===== config.mk =====
export PLATFORM = sky130hd
export DESIGN_NAME = serial_subtractor
export DESIGN_NICKNAME = d
export VERILOG_FILES = /design/src/rtl/serial_subtractor.sv
export SDC_FILE = /design/constraint.sdc
export NUM_CORES = 1
export LEC_CHECK = 0
export CAP_MARGIN = 20
export CORE_ASPECT_RATIO = 1.25
export CORE_MARGIN = 3
export CORE_UTILIZATION = 30
export CTS_CLUSTER_DIAMETER = 40
export CTS_CLUSTER_SIZE = 12
export DETAILED_ROUTE_END_ITERATION = 16
export GPL_TIMING_DRIVEN = 1
export SLEW_MARGIN = 25
export SYNTH_ARGS = -nofsm -noshare
export SYNTH_HDL_FRONTEND = slang
export SYNTH_SLANG_ARGS = --single-unit

===== constraint.sdc =====
create_clock -name clk -period 1.46 [get_ports clk]
set_input_delay 0.292 -clock clk [delete_from_list [all_inputs] [get_ports clk]]
set_output_delay 0.292 -clock clk [all_outputs]
set_load 0.01 [all_outputs]

===== src/rtl/serial_subtractor.sv =====
// Bit-serial two's-complement subtractor: diff = a - b, computed LSB first as a + ~b + 1
// using one full-adder slice per cycle. Start/busy/done handshake; results held until the next done.
module serial_subtractor #(
  parameter int WIDTH = 8
) (
  input  logic             clk,
  input  logic             reset,
  input  logic             start,
  input  logic [WIDTH-1:0] a,
  input  logic [WIDTH-1:0] b,
  output logic             busy,
  output logic             done,
  output logic [WIDTH-1:0] diff,
  output logic             borrow,
  output logic             overflow
);

  localparam int CW = $clog2(WIDTH);

  typedef enum logic [1:0] {
    S_IDLE = 2'd0,
    S_RUN  = 2'd1,
    S_DONE = 2'd2
  } state_t;

  state_t state, state_nxt;

  logic [WIDTH-1:0] a_sh;
  logic [WIDTH-1:0] b_sh;
  logic [WIDTH-2:0] sreg;
  logic [CW-1:0]    cnt;
  logic             carry;

  logic             accept;
  logic             last;
  logic             b_inv;
  logic             sum;
  logic             cout;
  logic [WIDTH-1:0] word;

  assign accept = start && (state != S_RUN);
  assign last   = (cnt == CW'(WIDTH - 1));

  // Full-adder slice on the current LSBs; the subtrahend bit is inverted for a + ~b + 1
  assign b_inv = ~b_sh[0];
  assign sum   = a_sh[0] ^ b_inv ^ carry;
  assign cout  = (a_sh[0] & b_inv) | (a_sh[0] & carry) | (b_inv & carry);
  assign word  = {sum, sreg};

  always_ff @(posedge clk or posedge reset) begin
    if (reset) begin
      state <= S_IDLE;
    end else begin
      state <= state_nxt;
    end
  end

  always_comb begin
    state_nxt = state;
    case (state)
      S_IDLE:  if (start) state_nxt = S_RUN;
      S_RUN:   if (last) state_nxt = S_DONE;
      S_DONE:  state_nxt = start ? S_RUN : S_IDLE;
      default: state_nxt = S_IDLE;
    endcase
  end

  always_comb begin
    busy = (state == S_RUN);
    done = (state == S_DONE);
  end

  always_ff @(posedge clk or posedge reset) begin
    if (reset) begin
      a_sh     <= '0;
      b_sh     <= '0;
      sreg     <= '0;
      cnt      <= '0;
      carry    <= 1'b0;
      diff     <= '0;
      borrow   <= 1'b0;
      overflow <= 1'b0;
    end else if (accept) begin
      a_sh  <= a;
      b_sh  <= b;
      sreg  <= '0;
      cnt   <= '0;
      carry <= 1'b1;
    end else if (state == S_RUN) begin
      a_sh  <= a_sh >> 1;
      b_sh  <= b_sh >> 1;
      sreg  <= word[WIDTH-1:1];
      cnt   <= cnt + CW'(1);
      carry <= cout;
      // On the MSB, carry holds the carry into the MSB and cout the final carry
      if (last) begin
        diff     <= word;
        borrow   <= ~cout;
        overflow <= carry ^ cout;
      end
    end
  end

endmodule

After elaboration in Yosys (flattened, before gate mapping)
Cells that the tools add are included.
{ "word_totals": {"out_inout_bits": 12, "reg_bits": 39, "elab_cells": 46} }
{ "op_classes": {"n_reduce_logical": 5, "bitwise": 11, "add_sub_neg": 1, "n_mux": 14, "eq_ne": 6} }
{ "ops": {"columns": ["cell", "count"], "rows": [
  ["two-way mux 8 bit", 4],
  ["two-way mux 7 bit", 2],
  ["two-way mux 3 bit", 2],
  ["one-hot mux 2 bit (3 select lines)", 1],
  ["two-way mux 2 bit", 2],
  ["!= test 2 x 1 -> 1 bit, second input constant", 2],
  ["adder 3 x 1 -> 3 bit, second input constant", 1],
  ["bitwise AND 1 bit", 3],
  ["== test 3 bit, second input constant", 1],
  ["two-way mux 1 bit", 3],
  ["NOT 1 bit", 3],
  ["AND reduction 3 bit", 1],
  ["XOR 1 bit", 3],
  ["== test 2 x 1 -> 1 bit, second input constant", 1],
  ["== test 2 bit, second input constant", 1],
  ["zero test 2 bit", 1],
  ["!= test 2 bit, second input constant", 1],
  ["OR 1 bit", 2],
  ["AND reduction 2 bit", 1],
  ["nonzero test 2 bit", 1],
  ["logical AND 1 bit", 1]
]} }

Depth between registers and ports, before layout
Gate-level depths: netlist of the first run.
{ "logic_depth": {"depth_word": 6, "depth_mapped": 5} }

Worst setup path before layout of the first run
No wires, ideal clock.
{ "synth_timing": {"path_type": "register -> register", "from": "register cnt[0]", "to": "register diff[0]", "arrival_ps": 1394, "n_path_buf": 1, "t_required_ps": 1335, "stages_incl_launch_ff": 6, "path_slack_ps": -59, "synth_period_minus_slack_ps": 1519, "cell_sequence": "dfrtp_1 -> ha_1 -> ha_1 -> nand3b_1 -> buf_2 -> mux2_2"} }
{ "synth_between": {"elab_chain_len": 2} }
{ "synth_rtl": {"columns": ["element", "line", "source"], "rows": [
  ["start, declared", "31", "logic [CW-1:0] cnt;"],
  ["start signal, assigned", "93", "cnt <= cnt + CW'(1);"],
  ["== test 3 bit", "42", "assign last = (cnt == CW'(WIDTH - 1));"],
  ["AND reduction 3 bit (no line)", null, null],
  ["end signal, assigned", "97", "diff <= word;"],
  ["end, declared", "13", "output logic [WIDTH-1:0] diff,"]
]} }
No other way between the ends.
A chain may end at the register's enable or synchronous reset.

Worst setup path after layout of the first run
{ "layout_timing": {"from": "register cnt[0]", "to": "register diff[6]"} }
The elaborated chain is that of the path after synthesis.

==> flow_summary.json, run 1 <==
{
  "status": "finished, final reports clean",
  "grt_pass1_wl_um": 5680,
  "wire_per_inst_um": 12.9,
  "finalSetupViolCount": 0,
  "timing.final.crit_share_pct": 99.3,
  "rrSetupSlack_ns": 0.01,
  "crit_path_top_delay_cell": "dfrtp_1",
  "regArea_um2": 976,
  "stdcell_count": 248,
  "reg2reg_from": "cnt[0]",
  "cts-buffers-inserted": 5,
  "tightest_slew_ns": 0.362,
  "cts_sinks": 39,
  "max_freq_mhz": 690,
  "floorplan.die_area_um2": 7110,
  "ys_ff_latch": 39,
  "drt_iter0_drc": 48,
  "viasPerCell": 4.31,
  "fin_crit_ns": 1.45,
  "dpl_cell_area_um2": 2290,
  "min_path_type": "primary input to asynchronous set/reset pin",
  "worstSetupStartpointType": "flop",
  "io_pins": 31,
  "fin_hold_ws_ns": 0.352,
  "dp_hpwl_um": 2250,
  "nNetsFinal": 188,
  "synthAdderAreaFrac_pct": 2.45,
  "synth-compound-area-share_pct": 0.613,
  "cp.required_ns": 1.64,
  "yosysSeqAreaShare_pct": 53.1,
  "placed_cells": 240,
  "insertion_delay_ns": 0.29,
  "tritoncts": "built",
  "start_util_pct": 31.4,
  "finalHoldViolCount": 0,
  "setup_ws_ns": 0.0103,
  "coreArea_um2": 5860,
  "yosysUniqueCellTypes": 19,
  "htree_levels": 2,
  "final_core_utilization_pct": 40.9,
  "die_y_um": 93.5,
  "synth_xor_area_share_pct": 0.477,
  "grt_max_degree": 40,
  "path_delay_family": "flip-flops",
  "worstPathCellList": "ha_2, ha_4, nand3b_1, buf_12, mux2_2",
  "synth_warnings": 0,
  "grt_use_total_pct": 10.4,
  "fin_area_um2": 2390,
  "worstRegToRegCells": 5,
  "synth.avg_cell_area_um2": 14.7,
  "crit_path_max_fanout": 10,
  "firstDrtPassIters": 2,
  "synth_nets": 147,
  "drc_errors": 0,
  "drt_wl_total_um": 3210,
  "post-place-ws_ns": -0.231,
  "maxSlewViolCount": 0,
  "syn_inst": 125,
  "p_leak_nw": 1.16,
  "finClkSkew_ns": 0.00466,
  "cp-end-kind": "flop",
  "cts-root-buf": "clkbuf_8",
  "grt_pass1_vias": 1166,
  "io_buffers": 30,
  "area_growth_pct": 30.2,
  "synth_top_family_by_area": "multiplexers",
  "muxShareOfSynthArea_pct": 32.8,
  "power_density_nw_per_um2": 1850,
  "die_w_um": 76.0,
  "ir_worst_vdd_mv": 0.575,
  "finalWeightedCongestion": 0.696,
  "antennaDiodeCount": 0,
  "synth_area_um2": 1840,
  "drive_gt1_share_pct": 39.8,
  "crit_buf_inv": 1,
  "antenna_found_initial": 0,
  "fill_cells": 549,
  "cts.reportedPaths.clkPinSlew_ns": 0.07,
  "rows": 31,
  "max-cap-violations": 0,
  "grt_overflow": 0,
  "worst_path_largest_cell_delay_ns": 0.39,
  "layout_common_cells": "39 x dfrtp_1, 34 x mux2_2, 18 x clkdlybuf4s50_1",
  "synth_simple_gate_area_share_pct": 5.72,
  "final_common_cell": "dfrtp_1",
  "clock_path_buffers": 2,
  "slew_headroom_pct": 75.9,
  "multiInputGateArea_um2": 788,
  "grt_setup_unrepaired": "yes",
  "arrival_ns": 1.63,
  "num_vias": 1069,
  "crit_type": "flop to flop",
  "final_antenna_net_count": 0,
  "rr_endpoint": "diff[6]"
}
timing repair:
| item | CTS | global route |
|---|---|---|
| endpoints found under the setup margin | 21 | 10 |
| buffers inserted | 0 | 1 |
| resized for setup | 17 | 1 |
| pin swaps | 0 | 0 |
| hold buffers | 0 | 0 |
layout make-up:
type / count / area share [%]
Sequential cell: 39 / 40.8
Inverter: 6 / 0.941
Timing Repair Buffer: 41 / 16.8
Clock inverter: 1 / 1.25
Clock buffer: 6 / 3.03
Tap cell: 82 / 4.29
Multi-Input combinational cell: 73 / 32.9
flip-flops by register name, summed over array words and instances (netlist names):
signal,flops
a_sh,8
b_sh,8
diff,8
sreg,7
cnt,3
state,2
borrow,1
carry,1
overflow,1
synth_stat cells:
cell      count  area [um2]
mux2i_1       4        40.0
fa_1          1        20.0
o22ai_1       1        6.26
and2b_1       3        22.5
nand2b_1      2        12.5
xor2_1        1        8.76
buf_2         2        10.0
inv_1         6        22.5
mux2_2       34         383
ha_1          2        25.0
dfrtp_1      39         976
nor2_1        3        11.3
buf_6         3        33.8
nor2b_1       7        43.8
mux2_4       12         180
o21ai_0       1        5.00
buf_4         1        7.51
nand3b_1      2        15.0
buf_8         1        15.0
worst reg2reg max path: cells and delay by family (launching register included):
| kind | cells | cell delay (ns) |
|---|---|---|
| DFF | 1 | 0.39 |
| adders and majority gates | 2 | 0.36 |
| and+or+nand+nor | 1 | 0.12 |
| muxes | 1 | 0.33 |
| buffers and inverters | 1 | 0.14 |
logic make-up (layout without fill, tap and decap cells):
group	Yosys count	after routing
XOR/XNOR	1	1
flip-flops	39	39
AND/OR/NAND/NOR	17	17
buffers and inverters	13	54
AO/OA/AOI/OAI	2	2
multiplexers	50	50
adder cells (fa/ha/maj)	3	3
through the flow:
| step | power [mW] | setup TNS, ns |
|---|---|---|
| CTS | 4.52 | -0.0230 |
| global placement | 3.62 | -4.41 |
| global route | 4.81 | -0.325 |
| floorplan | 3.09 | 0 |
| detailed placement | 3.70 | -4.62 |
| finish | 4.44 | 0 |
how the worst max path moves through the flow:
| stage | start | endpoint | slack (ns) | depth (start not counted) |
|---|---|---|---|---|
| final | cnt[0] | diff[6] | 0.01 | 5 |
| after global routing | cnt[0] | diff[5] | -0.04 | 5 |
| after CTS | cnt[0] | diff[0] | -0.008 | 5 |
| after detailed placement | start | a_sh[6] | -0.23 | 4 |
| after global placement | start | b_sh[5] | -0.22 | 4 |
| after floorplan | cnt[0] | diff[0] | 0.006 | 5 |
where the power goes:
group	internal, mW	switching [mW]
combinational	1.11	0.637
sequential	1.55	0.270
clock	0.501	0.366
per-layer routing:
| metal | vias up | share of wire [%] | GRT usage [%] |
|---|---|---|---|
| met1 | 526 | 42 | 11.7 |
| met4 | 0 | 1.8 | 4.53 |
| met5 | - | 0 | 0 |
| met3 | 6 | 4.9 | 3.66 |
| met2 | 28 | 51 | 17.7 |
| li1 | 509 | - | - |
Note: power is estimated with default switching activity, not from simulation.
==> inputs of run 2 (changes only) <==
--- a/config.mk
+++ b/config.mk
@@ -7,7 +7,6 @@
 export LEC_CHECK = 0
 export CAP_MARGIN = 20
 export CORE_ASPECT_RATIO = 1.25
-export CORE_MARGIN = 3
 export CORE_UTILIZATION = 30
 export CTS_CLUSTER_DIAMETER = 40
 export CTS_CLUSTER_SIZE = 12
==> run 2 against run 1 <==
  * Power down 0.25%
  * Critical path type unchanged
  * Highest routed layer unchanged
  * The flow now finishes with violations (setup timing)
  * Die area down 9.3%
  * Global-route usage up 1.3 points
==> flow_summary.json, run 2 (synthesis gave the netlist of run 1 again) <==
{
  "finalSetupViolCount": 8,
  "cts-root-buf": "clkbuf_8",
  "drt_wl_total_um": 3360,
  "min_path_type": "primary input to asynchronous set/reset pin",
  "drc_errors": 0,
  "worstRegToRegCells": 5,
  "crit_path_top_delay_cell": "dfrtp_1",
  "final_core_utilization_pct": 41.1,
  "grt_setup_unrepaired": "yes",
  "io_buffers": 30,
  "htree_levels": 2,
  "floorplan.die_area_um2": 6450,
  "fin_crit_ns": 1.48,
  "fin_area_um2": 2410,
  "grt_max_degree": 40,
  "reg_top3": "a_sh: 8 flops, b_sh: 8 flops, diff: 8 flops",
  "status": "complete, but fails checks",
  "tightest_slew_ns": 0.375,
  "final_common_cell": "dfrtp_1",
  "ir_worst_vdd_mv": 0.644,
  "cts_sinks": 39,
  "finalSetupTns_ns": -0.108,
  "p_leak_nw": 1.18,
  "worstSetupStartpointType": "flop",
  "insertion_delay_ns": 0.29,
  "slew_headroom_pct": 75.0,
  "fin_hold_ws_ns": 0.351,
  "setup_ws_ns": -0.0200,
  "layout_common_cells": "39 x dfrtp_1, 33 x mux2_2, 18 x clkdlybuf4s50_1",
  "rr_endpoint": "diff[0]",
  "finalWeightedCongestion": 0.717,
  "antennaDiodeCount": 0,
  "grt_use_total_pct": 11.7,
  "cts_hold_buf": 0,
  "crit_path_max_fanout": 10,
  "drive_gt1_share_pct": 40.5,
  "final_antenna_net_count": 0,
  "startpoint": "cnt[0]",
  "rrSetupSlack_ns": -0.02,
  "grt_overflow": 0,
  "num_vias": 1099,
  "rows": 31,
  "crit_type": "flop to flop",
  "wire_per_inst_um": 13.4,
  "power_density_nw_per_um2": 1840,
  "cp-end-kind": "flop",
  "finClkSkew_ns": 0.00415,
  "clock_path_buffers": 2,
  "coreArea_um2": 5860,
  "worstPathCellList": "ha_2, ha_4, nand3b_1, buf_12, mux2_2",
  "antenna_found_initial": 0,
  "grt_pass1_wl_um": 5600,
  "worst_path_largest_cell_delay_ns": 0.40,
  "drt_iter0_drc": 36,
  "cts-buffers-inserted": 5,
  "io_pins": 31,
  "arrival_ns": 1.66,
  "max_freq_mhz": 676,
  "cts.reportedPaths.clkPinSlew_ns": 0.07,
  "tritoncts": "built",
  "timing.final.crit_share_pct": 101,
  "dpl_cell_area_um2": 2290,
  "viasPerCell": 4.40,
  "area_growth_pct": 30.9,
  "maxSlewViolCount": 0,
  "finalHoldViolCount": 0,
  "nNetsFinal": 189,
  "cp.required_ns": 1.64,
  "reg2reg_from": "cnt[0]",
  "die_y_um": 89.5,
  "max-cap-violations": 0,
  "grt_pass1_vias": 1208,
  "violations": "setup timing",
  "firstDrtPassIters": 4,
  "die_w_um": 72.0,
  "dp_hpwl_um": 2240,
  "start_util_pct": 31.4,
  "finalPower_mw": 4.43
}
run 2: worst max-delay path: cells and delay by family (launching register included):
kind | cells | cell delay (ns)
AND/OR/NAND/NOR | 1 | 0.12
multiplexers | 1 | 0.33
buffers and inverters | 1 | 0.15
flip-flops | 1 | 0.40
adder cells (fa/ha/maj) | 2 | 0.37
run 2: area by class of cell:
| cell class | instances | area [um2] |
|---|---|---|
| fillers | 563 | 3450 |
| clock buffers | 8 | 100 |
| well taps | 82 | 103 |
| inverters | 6 | 22.5 |
| multi-input cells | 73 | 792 |
| repair buffers | 42 | 413 |
| flip-flops and latches | 39 | 976 |
run 2: worst max-delay path by stage:
stage,end,slack [ns],cells past startpoint
floorplan,diff[0],0.006,5
global placement,sreg[3],-0.22,5
detailed placement,b_sh[4],-0.24,4
CTS,diff[4],-0.02,5
global route,diff[5],-0.08,5
finish,diff[0],-0.02,5
run 2: power breakdown:
group / switching [mW] / total (mW) / internal (mW)
registers: 0.268 / 1.82 / 1.55
logic: 0.672 / 1.81 / 1.14
clock network: 0.370 / 0.801 / 0.431
total: 1.31 / 4.43 / 3.12
run 2: layer usage:
metal  global-route usage, %  share of wire [%]  up-vias
met5                       0                  0        -
li1                        -                  -      508
met4                    4.28                1.1        0
met1                    13.0                 42      559
met3                    3.83                5.4        3
met2                    20.9                 51       29
run 2: stage by stage:
step | std cells | worst slack (ns)
2_1_floorplan | 125 | 0.00570
3_3_place_gp | 240 | -0.221
3_5_place_dp | 240 | -0.245
4_1_cts | 248 | -0.0183
5_1_grt | 250 | -0.0761
6_report | 250 | -0.0200
run 2: repair_timing:
item,4_1_cts,5_1_grt
buffers inserted,0,2
resized for setup,15,4
endpoints found under the setup margin,20,13
